<file path="src/rtl/fifo_reader_pkg.sv">
// Shared types and default sizes for the fifo_reader burst engine.
package fifo_reader_pkg;

    localparam int DEF_WIDTH = 16;
    localparam int DEF_CNT_W = 16;

    typedef enum logic [1:0] {
        IDLE,
        READ,
        FLUSH,
        DONE
    } rd_state_t;

endpackage

</file>
<file path="src/rtl/fifo_reader_skid.sv">
// Two-entry output buffer holding {data, last} between the FIFO pop and the stream.
module fifo_reader_skid
    import fifo_reader_pkg::*;
#(
    parameter int width = DEF_WIDTH
) (
    input  logic             clk,
    input  logic             rst,
    input  logic             push,
    input  logic [width-1:0] push_data,
    input  logic             push_last,
    input  logic             accept,
    output logic [1:0]       occ,
    output logic [width-1:0] head_data,
    output logic             head_last
);

    logic [width:0] mem [2];
    logic           wr_ptr;
    logic           rd_ptr;
    logic           do_push;
    logic           do_accept;

    assign do_push   = push && (occ != 2'd2);
    assign do_accept = accept && (occ != 2'd0);

    // Entries are cleared on reset so the stream head reads back as zero.
    always_ff @(posedge clk) begin
        if (rst) begin
            mem[0] <= '0;
            mem[1] <= '0;
            wr_ptr <= 1'b0;
            rd_ptr <= 1'b0;
            occ    <= 2'd0;
        end else begin
            if (do_push) begin
                mem[wr_ptr] <= {push_data, push_last};
                wr_ptr      <= ~wr_ptr;
            end
            if (do_accept) begin
                rd_ptr <= ~rd_ptr;
            end
            case ({do_push, do_accept})
                2'b10:   occ <= occ + 2'd1;
                2'b01:   occ <= occ - 2'd1;
                default: occ <= occ;
            endcase
        end
    end

    assign {head_data, head_last} = mem[rd_ptr];

endmodule

</file>
<file path="src/rtl/fifo_reader.sv">
// Burst read engine: pops a programmed number of words from a FWFT FIFO onto a valid/ready stream.
module fifo_reader
    import fifo_reader_pkg::*;
#(
    parameter int width = DEF_WIDTH,
    parameter int cnt_w = DEF_CNT_W
) (
    input  logic             clk,
    input  logic             rst,
    input  logic             start,
    input  logic [cnt_w-1:0] len,
    output logic             busy,
    output logic             done,
    input  logic             pndng,
    input  logic [width-1:0] dato_out,
    output logic             pop,
    output logic             m_valid,
    output logic [width-1:0] m_data,
    output logic             m_last,
    input  logic             m_ready,
    output logic [cnt_w-1:0] rd_count
);

    rd_state_t        state;
    rd_state_t        state_next;
    logic [cnt_w-1:0] remaining;
    logic [1:0]       occ;
    logic [width-1:0] head_data;
    logic             head_last;
    logic             accept;
    logic             last_pop;

    assign last_pop = (remaining == cnt_w'(1));
    assign accept   = m_valid && m_ready;

    always_ff @(posedge clk) begin
        if (rst) begin
            state <= IDLE;
        end else begin
            state <= state_next;
        end
    end

    always_comb begin
        state_next = state;
        case (state)
            IDLE:    if (start) state_next = (len == '0) ? DONE : READ;
            READ:    if (pop && last_pop) state_next = FLUSH;
            FLUSH:   if (accept && m_last) state_next = DONE;
            DONE:    state_next = IDLE;
            default: state_next = IDLE;
        endcase
    end

    // Pop is held off during reset so the FIFO keeps its words across a reset.
    always_comb begin
        busy = (state != IDLE);
        done = (state == DONE);
        pop  = !rst && (state == READ) && pndng && (remaining != '0) && (occ != 2'd2);
    end

    always_ff @(posedge clk) begin
        if (rst) begin
            remaining <= '0;
            rd_count  <= '0;
        end else begin
            if (state == IDLE && start) begin
                remaining <= len;
            end else if (pop) begin
                remaining <= remaining - cnt_w'(1);
            end
            if (pop) begin
                rd_count <= rd_count + cnt_w'(1);
            end
        end
    end

    fifo_reader_skid #(
        .width(width)
    ) u_skid (
        .clk      (clk),
        .rst      (rst),
        .push     (pop),
        .push_data(dato_out),
        .push_last(last_pop),
        .accept   (accept),
        .occ      (occ),
        .head_data(head_data),
        .head_last(head_last)
    );

    assign m_valid = (occ != 2'd0);
    assign m_data  = head_data;
    assign m_last  = m_valid && head_last;

endmodule

</file>
<file path="config.mk">
export PLATFORM = sky130hd
export DESIGN_NAME = fifo_reader
export DESIGN_NICKNAME = d
export VERILOG_FILES = /design/src/rtl/fifo_reader_pkg.sv /design/src/rtl/fifo_reader_skid.sv /design/src/rtl/fifo_reader.sv
export SDC_FILE = /design/constraint.sdc
export NUM_CORES = 1
export LEC_CHECK = 0
export ABC_AREA = 1
export BUFFER_PORTS_ARGS = -buffer_cell sky130_fd_sc_hd__buf_2
export CORE_MARGIN = 2
export CORE_UTILIZATION = 30
export CTS_CLUSTER_DIAMETER = 50
export DETAILED_ROUTE_END_ITERATION = 6
export PLACE_DENSITY_LB_ADDON = 0.08
export SYNTH_ARGS = -nofsm -noshare
export SYNTH_HDL_FRONTEND = slang
export SYNTH_SLANG_ARGS = --single-unit
</file>
<file path="constraint.sdc">
create_clock -name clk -period 2.1 [get_ports clk]
set_input_delay 0.105 -clock clk [delete_from_list [all_inputs] [get_ports clk]]
set_output_delay 0.105 -clock clk [all_outputs]
set_load 0.02 [all_outputs]
</file>
==> metrics.md, run 1 <==
| Metric | Value |
|---|---|
| DRC viols | `0` |
| Crit end category | `primary output` |
| CP cell instances | `inv_1 > ha_2 > nand2_2 > nor2_4 > nand2_4 > nand2_8 > inv_4 > buf_6 > buf_4` |
| Synthesized Nets | `598` |
| Switch share | `36.8%` |
| Clk pwr share | `32.4%` |
| Tmin final | `1970 ps` |
| Clk root buf | `clkbuf_16` |
| Avg Cell Area, Syn | `7.23 um^2` |
| Area delta synth->final | `25.0%` |
| Initial core utilization | `30.4%` |
| Clock buffer count from CTS | `9` |
| GR Util met2 | `25.3%` |
| Drt total wl | `10.3 mm` |
| Cells after Synth | `~550` |
| Max frequency | `509 MHz` |
| CP Launch Type | `flip-flop` |
| Register area share after synthesis | `45.1%` |
| Crit path largest cell delay | `330 ps` |
| Synth Area in XOR/XNOR | `1.54%` |
| Worst R2R Start | `remaining[0]` |
| Critical path's slowest cell | `dfxtp_2` |
| Reg clk slew, reported paths | `around 60 ps` |
| M1 GR Usage | `around a fifth` |
| Routed Antenna Nets | `0` |
| Clk sinks | `73` |
| Simple-gate portion of the synthesized area | `approximately a third` |
| Worst Tran Pin Value | `481 ps` |
| Hold Vio Cnt, Final | `0` |
| DP HPWL | `7.68 mm` |
| Crit Path Max Fanout | `15` |
| FF-to-FF End | `u_skid.occ[1]` |
| CP Buf/Inv Count | `4` |
| PD cells | `1130 nW/um^2` |
| Fill cell count | `between 1,000 and 1,500` |
| Cts hold-fix bufs | `0` |
| Placer Congestion | `0.842` |
| Most area-hungry cell type in the Yosys netlist | `edfxtp_1` |
| Final TNS setup | `0 ps` |
| Yosys top cell area share | `25.6%` |
| Int Pwr | `3.56 mW` |
| Critical Path AT | `1860 ps` |
| Clk_skew | `8.73 ps` |
| Crit path required time | `2000 ps` |
| Vias in the first global route | `3,560` |
| Ys async rst share | `0%` |
| First-pass GRT wire length | `17.2 mm` |
| Final Max Slew Viols | `0` |
| Worst Hold Path EP | `remaining[8]` |
| # rows | `42` |
| Dominant synthesized flop cell | `dfxtp_1` |
| First-pass detailed-route iteration total | `4` |
| Port bufs | `73` |
| Post-synth EDFFs | `34` |
| Met3 Track Usage GR | `3.64%` |
| Final period util | `93.6%` |
| DR vias/cell | `approximately 4.5` |
| Max VDD drop | `0.380 mV` |
| Min-delay worst type | `input port to flip-flop` |
| GR Overflow Total | `0` |
| Reg2reg path depth | `12` |
| Type of the worst setup path | `flip-flop to primary output` |
| GRT Util Overall | `between 10% and 20%` |
| Multi-input logic area | `1850 um^2` |
| Layout cells sized above 1 | `19.7%` |
| CTS tree | `done` |
| DP Cell Count | `800` |
| CTS H-tree lvls | `3` |
| Core area | `13,100 um^2` |
| Seq. cell area | `1800 um^2` |
| Synth Register Bits | `between 70 and 80` |
| Longest Clk Path Bufs | `2` |
| Min-Delay Path Depth | `3` |
| Avg WL per Cell | `12.6 um` |
| Share of power burned in registers | `32.5%` |
| Via count | `3,647` |
| Largest family of logic cells by synthesized area | `simple AND/OR/NAND/NOR gates` |
| RSZ-0062 raised after global routing | `false` |
| Die Area | `14,200 um^2` |
| Status | `finished clean` |
| Final Setup Violations | `0` |
| Die Height | `119 um` |
| Maximum number of pins on one net before global-route repair | `21` |
| Slew margin rel. | `67.9%` |
| Fin cells | `818` |
| Synthesis Warnings | `0` |
| Hold slack final | `73.5 ps` |
| Mux cell area share after synthesis | `0%` |
| CP top delay family | `buffers and inverters` |
| Cell variety after synth | `35` |
| Gate power share | `a little over a third` |
| NetSw | `between 2 and 2.5 mW` |
| GRT Max-Usage Layer | `met2` |
| Largest cells by area after synthesis | `edfxtp_1, dfxtp_1, nand2_1` |
| Compound-Gate Fraction of Synth Area | `7.40%` |
| Synth Cell Area | `3990 um^2` |
| Die X | `119 um` |
| FF-to-FF setup slack | `~170 ps` |
| Boundary Pins | `74` |
| HP Start | `len[8]` |
| Initial antenna violation count | `1` |
| Max_cap viols | `0` |
| Post-synthesis adder-cell area fraction | `2.82%` |
| Leak pwr | `2.37 nW` |
| Worst skew pair latency | `340 ps` |
| 1st-iter DRT viols | `165` |
| Final nets | `682` |
cells in the mapped netlist, types with 4 or more instances:
cell and count:
a21oi_1 31, clkbuf_1 6, dfxtp_1 39, edfxtp_1 34, ha_1 9, inv_1 65, nand2_1 172, nand2_4 4
nand3_1 30, nor2_1 96, nor3_1 7, o21ai_0 18, xor2_1 4
area by class of cell:
| type | count | share of cell area [%] |
|---|---|---|
| antenna | 1 | 0.0502 |
| sequential | 73 | 36.2 |
| timing repair buffer | 87 | 10.1 |
| tap | 176 | 4.42 |
| multi-input combinational | 397 | 37.1 |
| clock inverter | 6 | 2.26 |
| inverter | 68 | 5.19 |
| clock buffer | 10 | 4.79 |
per-layer routing:
metal,up-vias,routed length [um]
met5,-,0
met4,0,141
met3,11,450
met2,65,4860
met1,1665,4890
li1,1906,-
logic make-up (layout without fill, tap and decap cells):
family	count (synthesis)	after routing
other	0	1
AO/OA/AOI/OAI	56	56
XOR/XNOR	7	7
flip-flops	73	73
buffers and inverters	82	171
AND/OR/NAND/NOR	325	325
adder cells (fa/ha/maj)	9	9
worst min-delay path: cells and delay by family:
kind	cells	cell delay, ps
buffers and inverters	1	110
AOI/OAI and AO/OA	1	80
and+or+nand+nor	1	70
layout by cell type, fill, tap and decap left out, types with 2 or more instances in the layout:
cell type,instances
nand4_1,3
bufinv_16,3
buf_4,12
nor3_1,7
dfxtp_1,38
xor2_1,4
nor2_1,95
ha_1,8
o21bai_1,2
a21oi_2,2
nand3b_1,3
nand2_2,2
nand3_1,30
nor2_2,3
clkbuf_16,9
edfxtp_1,34
buf_2,72
nand2_1,171
buf_12,2
a21oi_1,31
inv_1,64
inv_2,2
o21ai_0,18
xnor2_1,3
nor2_4,3
nand2_4,4
a31oi_1,2
clkinv_2,2
through the flow:
stage / setup WS [ps] / area, um^2 / power (mW) / utilization (%)
after floorplan: 126 / 3990 / 3.31 / -
after global placement: 235 / 4610 / 3.85 / 35.1
after detailed placement: 137 / 4610 / 3.84 / 35.1
after CTS: 2.49 / 4960 / 5.68 / 37.8
after global routing: 14.5 / 4990 / 6.04 / 38.0
final: 135 / 4990 / 5.63 / 38.0
how the worst max path moves through the flow:
stage	from	endpoint	slack, ps	cells past startpoint
CTS	remaining[0]	pop	2	9
global route	remaining[0]	u_skid.occ[1]	10	12
floorplan	remaining[0]	u_skid.mem[1][0]	130	9
finish	remaining[0]	pop	130	9
global placement	remaining[0]	u_skid.occ[1]	240	12
detailed placement	remaining[0]	u_skid.occ[1]	140	12
registers in the layout (all words and copies together) (netlist names), named ones only:
register / cells
u_skid.mem: 34
remaining: 16
rd_count: 16
u_skid.rd_ptr: 1
u_skid.wr_ptr: 1
u_skid.occ: 2
state: 2
power groups by stage:
stage / Combinational (mW) / Sequential, mW / Clock [mW]
4_1_cts: 1.99 / 1.83 / 1.87
2_1_floorplan: 1.49 / 1.82 / 0
5_1_grt: 2.26 / 1.86 / 1.92
3_3_place_gp: 1.99 / 1.85 / 0
6_report: 1.98 / 1.83 / 1.82
3_5_place_dp: 1.98 / 1.86 / 0
timing repair:
action / 4_1_cts / 5_1_grt
resized for setup: 0 / 6
hold endpoints to repair: 0 / 0
setup endpoints to repair: 0 / 2
buffers inserted: 0 / 1
No activity file was read; power rests on OpenSTA's default activity.
==> inputs of run 2 (changes only) <==
==> constraint.sdc (replaced) <==
create_clock -name clk -period 2.1 [get_ports clk]
set_input_delay 0.42 -clock clk [delete_from_list [all_inputs] [get_ports clk]]
set_output_delay 0.42 -clock clk [all_outputs]
set_load 0.02 [all_outputs]
==> run 2 against run 1 <==
Net effect: non-clock buffer count decreased by 3; register-to-register slack improved by 70 ps; via count decreased by 1.5%; hold slack improved by 300 ps; first-iteration DRC count decreased by 28%; sequential share of layout area increased by 0.27 points; wire length increased by 2.4%; critical endpoint unchanged.
==> metrics.md, run 2 (synthesis gave the netlist of run 1 again) <==
| Metric | Value |
|---|---|
| Reg clk slew, reported paths | `60 ps` |
| Worst Tran Pin Value | `523 ps` |
| Reg2reg path depth | `8` |
| Crit end category | `primary output` |
| Via count | `3,591` |
| CP Launch Type | `flip-flop` |
| Critical Path AT | `1590 ps` |
| Switch share | `a little under two fifths` |
| Final period util | `a little over nine tenths` |
| Max VDD drop | `around 0.34 mV` |
| Boundary Pins | `74` |
| Cts hold-fix bufs | `0` |
| Crit path largest cell delay | `330 ps` |
| DR WL met3 | `approximately 380 um` |
| Layout cells sized above 1 | `19.3%` |
| Die Area | `about 14,000 um^2` |
| CTS H-tree lvls | `3` |
| GR Overflow Total | `0` |
| Clk_skew | `6.00 ps` |
| Leak pwr | `2.34 nW` |
| DP HPWL | `7.58 mm` |
| Min-Delay Path Depth | `3` |
| Avg WL per Cell | `13.0 um` |
| Seq. cell area | `approximately 1800 um^2` |
| Max frequency | `497 MHz` |
| Drt total wl | `10.6 mm` |
| Slew margin rel. | `65.1%` |
| # diodes | `0` |
| Top Metal Used | `met4` |
| Most common cell after layout, fill and taps aside | `nand2_1` |
| Hold Vio Cnt, Final | `0` |
| DR vias/cell | `4.41` |
| Fill cell count | `1,455` |
| GRT Util Overall | `between 10% and 20%` |
| Core area | `13,100 um^2` |
| Gate power share | `35.3%` |
| PD cells | `1130 nW/um^2` |
| Tmin final | `between 2000 and 2500 ps` |
| Die Height | `119 um` |
| Crit path required time | `1680 ps` |
| Multi-input logic area | `1860 um^2` |
| Worst skew pair latency | `about 350 ps` |
| Clk pwr share | `32.0%` |
| Die X | `~120 um` |
| First-pass GRT wire length | `17.5 mm` |
| Crit Path Max Fanout | `5` |
| Share of power burned in registers | `about 33%` |
| CTS tree | `done` |
| Hold slack final | `375 ps` |
| Final TNS setup | `0 ps` |
| Port bufs | `73` |
| Met2 wire length | `5.05 mm` |
| Clock buffer count from CTS | `9` |
| Vias in the first global route | `3,482` |
| Min-delay worst type | `input port to flip-flop` |
| NetSw | `2.08 mW` |
| Initial antenna violation count | `0` |
| Cell area after layout | `4950 um^2` |
| # rows | `42` |
| Area delta synth->final | `24.0%` |
| Commonest cells after routing, fill and taps aside | `nand2_1, nor2_1, buf_2, inv_1, dfxtp_1` |
| FF-to-FF setup slack | `240 ps` |
| Maximum number of pins on one net before global-route repair | `25` |
| Routed Antenna Nets | `0` |
| Max FFs per register | `34` |
| Longest Clk Path Bufs | `2` |
| Initial core utilization | `30.4%` |
| Final nets | `slightly below 700` |
| Type of the worst setup path | `flip-flop to primary output` |
| Max_cap viols | `0` |
| CP cell instances | `inv_1 > ha_2 > nand3_1 > nor2_4 > nand2_8 > inv_4 > buf_6` |
| Critical path's slowest cell | `dfxtp_1` |
| Largest register by flop count | `u_skid.mem` |
| Placer Congestion | `between 0.8 and 0.9` |
| Clk sinks | `73` |
| Clk root buf | `clkbuf_16` |
| Final Setup Violations | `0` |
| RSZ-0062 raised after global routing | `false` |
| DRC viols | `0` |
| Area after DPL | `4580 um^2` |
| 1st-iter DRT viols | `approximately 120` |
| Int Pwr | `approximately 3.5 mW` |
| Metal-1 WL | `4.95 mm` |
| Biggest regs | `u_skid.mem (34), rd_count (16), remaining (16)` |
| Final Max Slew Viols | `0` |
| First-pass detailed-route iteration total | `4` |
| Status | `finished clean` |
[run 2: changes by cell type in the layout (fill, tap and decap cells not counted), sizes merged]
cell,previous run,this run
diode,1,0
clkinvlp,0,1
clkbuf,10,9
buf,87,84
[run 2: power groups by stage]
stage / Clock (mW) / Sequential (mW) / Combinational (mW)
2_1_floorplan: 0 / 1.82 / 1.49
3_3_place_gp: 0 / 1.86 / 1.97
3_5_place_dp: 0 / 1.86 / 1.96
4_1_cts: 1.84 / 1.83 / 1.97
5_1_grt: 1.88 / 1.86 / 2.27
6_report: 1.79 / 1.83 / 1.97
[run 2: area by class of cell]
class | count | share of cell area (%)
multi-input combinational | 397 | 37.6
clock buffer | 9 | 4.55
sequential | 73 | 36.4
timing repair buffer | 84 | 9.43
inverter | 68 | 5.23
clock inverter | 7 | 2.35
tap | 176 | 4.45
[run 2: path summary, 6_finish.rpt]
kind	start	end
min reg2reg	u_skid.rd_ptr	flip-flop
max reg2reg	state[1]	u_skid.mem[0][3]
max	state[1]	pop
min	len[8]	remaining[8]
[run 2: worst max-delay path: cells and delay by family (launching register included)]
| family | cells | cell delay, ps |
|---|---|---|
| buffers and inverters | 3 | 330 |
| and+or+nand+nor | 3 | 390 |
| adders and majority gates | 1 | 180 |
| DFF | 1 | 330 |
[run 2: stage by stage]
stage	setup WS [ps]	total power [mW]	util [%]	cells
final	87.2	5.59	37.7	814
after global placement	236	3.83	34.8	797
after detailed placement	181	3.82	34.8	797
after floorplan	126	3.31	-	552
after global routing	9.30	6.02	37.7	814
after CTS	16.8	5.64	37.5	813
[run 2: repair_timing]
action                     4_1_cts  5_1_grt
buffers inserted                 0        1
setup endpoints to repair        1        1
pin swaps                        0        1
gates resized for setup          3        4
[run 2: routing by layer]
metal,up-vias,global-route usage [%]
met2,60,26.8
met4,0,6.62
met1,1614,19.6
met5,-,0
li1,1903,-
met3,14,3.21
==> inputs of run 3 (changes only) <==
clock period = 2.3 ns   (was 2.1 ns; I/O delays follow)
==> run 3 against run 2 <==
Net effect: core utilization decreased by 0.57 points; power decreased by 12%; wire length shrank 0.31%; count of clock-buffer cells in the layout up 1; clock skew is 5.6 ps higher; flip-flop and latch count stayed put; critical endpoint unchanged; largest power group unchanged.
==> metrics.md, run 3 (synthesis gave the netlist of run 1 again) <==
| Metric | Value |
|---|---|
| Status | `finished clean` |
| Critical path's slowest cell | `dfxtp_1` |
| Layout cells sized above 1 | `18.1%` |
| Largest register by flop count | `u_skid.mem` |
| Biggest regs | `u_skid.mem (34), rd_count (16), remaining (16)` |
| Worst R2R Start | `remaining[0]` |
| Leak pwr | `approximately 2.3 nW` |
| Max_cap viols | `0` |
| Post_cts resized | `0` |
| Initial antenna violation count | `0` |
| # rows | `42` |
| Reg2reg path depth | `10` |
| Vias in the first global route | `3,554` |
| Type of the worst setup path | `flip-flop to primary output` |
| Clk sinks | `73` |
| Fill cell count | `1,429` |
| Final TNS setup | `0 ps` |
| Switch share | `a little under two fifths` |
| Crit path required time | `1840 ps` |
| # diodes | `0` |
| Final nets | `678` |
| HP Start | `len[10]` |
| FF-to-FF setup slack | `370 ps` |
| CP Depth | `8` |
| 1st-iter DRT viols | `201` |
| CTS H-tree lvls | `3` |
| DRC viols | `0` |
| Worst skew pair latency | `340 ps` |
| Clk root buf | `clkbuf_16` |
| Min-delay worst type | `input port to flip-flop` |
| Most common cell after layout, fill and taps aside | `nand2_1` |
| Hold Vio Cnt, Final | `0` |
| GRT Util Overall | `15.4%` |
| Die Height | `between 100 and 150 um` |
| NetSw | `1.88 mW` |
| Clk pwr share | `approximately 30%` |
| Initial core utilization | `between 30% and 40%` |
| PD cells | `1010 nW/um^2` |
| FF-to-FF End | `u_skid.mem[1][10]` |
| CTS tree | `done` |
| Clk_skew | `11.6 ps` |
| Placer Congestion | `0.869` |
| Port bufs | `73` |
| Cts hold-fix bufs | `0` |
| Area delta synth->final | `22.1%` |
| Worst Tran Pin Value | `532 ps` |
| Die X | `119 um` |
| Int Pwr | `slightly above 3 mW` |
| Via count | `3,655` |
| Worst Hold Path EP | `remaining[10]` |
| Slew margin rel. | `roughly 64%` |
| Gate power share | `36.0%` |
| Crit path largest cell delay | `370 ps` |
| First-pass detailed-route iteration total | `4` |
| Multi-input logic area | `between 1500 and 2000 um^2` |
| Critical Path AT | `1730 ps` |
| Maximum number of pins on one net before global-route repair | `21` |
| DP HPWL | `~7.6 mm` |
| Final period util | `95.3%` |
| Post-Place Worst Slack | `359 ps` |
| Drt total wl | `~11 mm` |
| First-pass GRT wire length | `around 17 mm` |
| Min-Delay Path Depth | `3` |
| Final Setup Violations | `0` |
| Finished Core Util | `37.1%` |
| Max FFs per register | `34` |
| Share of power burned in registers | `33.8%` |
| CP top delay family | `buffers and inverters` |
| Routed Antenna Nets | `0` |
| Post-CTS Setup Repair Bufs | `0` |
| Tmin final | `between 2000 and 2500 ps` |
| Max VDD drop | `about 0.41 mV` |
| CP Buf/Inv Count | `3` |
| Max frequency | `456 MHz` |
| Worst Slack Setup Final | `108 ps` |
| Crit Path Max Fanout | `8` |
| Crit end category | `primary output` |
| Die Area | `14,200 um^2` |
| Longest Clk Path Bufs | `2` |
| Reg clk slew, reported paths | `~50 ps` |
| Commonest cells after routing, fill and taps aside | `nand2_1, nor2_1, buf_2, inv_1, dfxtp_1` |
| CP cell instances | `inv_1 > ha_1 > nand2_2 > nor2_4 > nand2_4 > nand2_8 > inv_4 > buf_2` |
| GR Overflow Total | `0` |
| DR vias/cell | `4.50` |
| Clock buffer count from CTS | `9` |
| RSZ-0062 raised after global routing | `false` |
| Boundary Pins | `74` |
| Core area | `approximately 13,000 um^2` |
| Seq. cell area | `1800 um^2` |
| Avg WL per Cell | `13.0 um` |
| Final Max Slew Viols | `0` |
| CP Launch Type | `flip-flop` |
run 3: cell count changes in the layout (fill, tap and decap cells not counted), sizes merged:
cell	previous run	this run
buf	84	83
bufinv	3	2
clkbuf	9	10
clkinv	3	4
clkinvlp	1	0
run 3: worst max-delay path by stage:
stage,start,end,slack [ps]
global route,remaining[0],pop,9
finish,remaining[0],pop,110
global placement,rst,u_skid.mem[1][10],420
detailed placement,remaining[0],u_skid.mem[1][10],360
floorplan,remaining[0],u_skid.mem[0][0],200
CTS,remaining[0],pop,80
run 3: stage by stage:
step,area [um^2],hold WS (ps),power [mW],std cells
floorplan,3990,426,3.02,552
global placement,4560,437,3.50,797
detailed placement,4560,445,3.49,797
CTS,4870,402,5.02,813
global route,4870,437,5.32,813
finish,4870,417,4.95,813
run 3: layout make-up:
cell class	instances	share of cell area [%]
multi-input cells	397	37.8
well taps	176	4.52
flip-flops and latches	73	37.0
clock inverters	6	1.69
inverters	68	5.31
clock buffers	10	4.70
repair buffers	83	9.03
run 3: power by group through the flow:
| stage | Sequential, mW | Combinational (mW) | Clock [mW] |
|---|---|---|---|
| final | 1.67 | 1.78 | 1.50 |
| after global routing | 1.69 | 2.05 | 1.58 |
| after CTS | 1.67 | 1.81 | 1.55 |
| after detailed placement | 1.69 | 1.80 | 0 |
| after global placement | 1.69 | 1.80 | 0 |
| after floorplan | 1.66 | 1.36 | 0 |
run 3: per-layer routing:
metal | up-vias | GRT usage [%] | routed length, um
li1 | 1903 | - | -
met2 | 75 | 26.0 | 5060
met3 | 7 | 3.26 | 501
met1 | 1670 | 19.0 | 4920
met5 | - | 0 | 0
met4 | 0 | 6.84 | 82
run 3: worst reg2reg max path, stage by stage (launching register included):
cell	delay (ps)
dfxtp_1	370
inv_1	100
ha_1	250
nand2_2	140
nor2_4	70
nand2_4	90
nand2_8	80
inv_4	100
nand2_4	50
nand2_1	110
buf_4	270
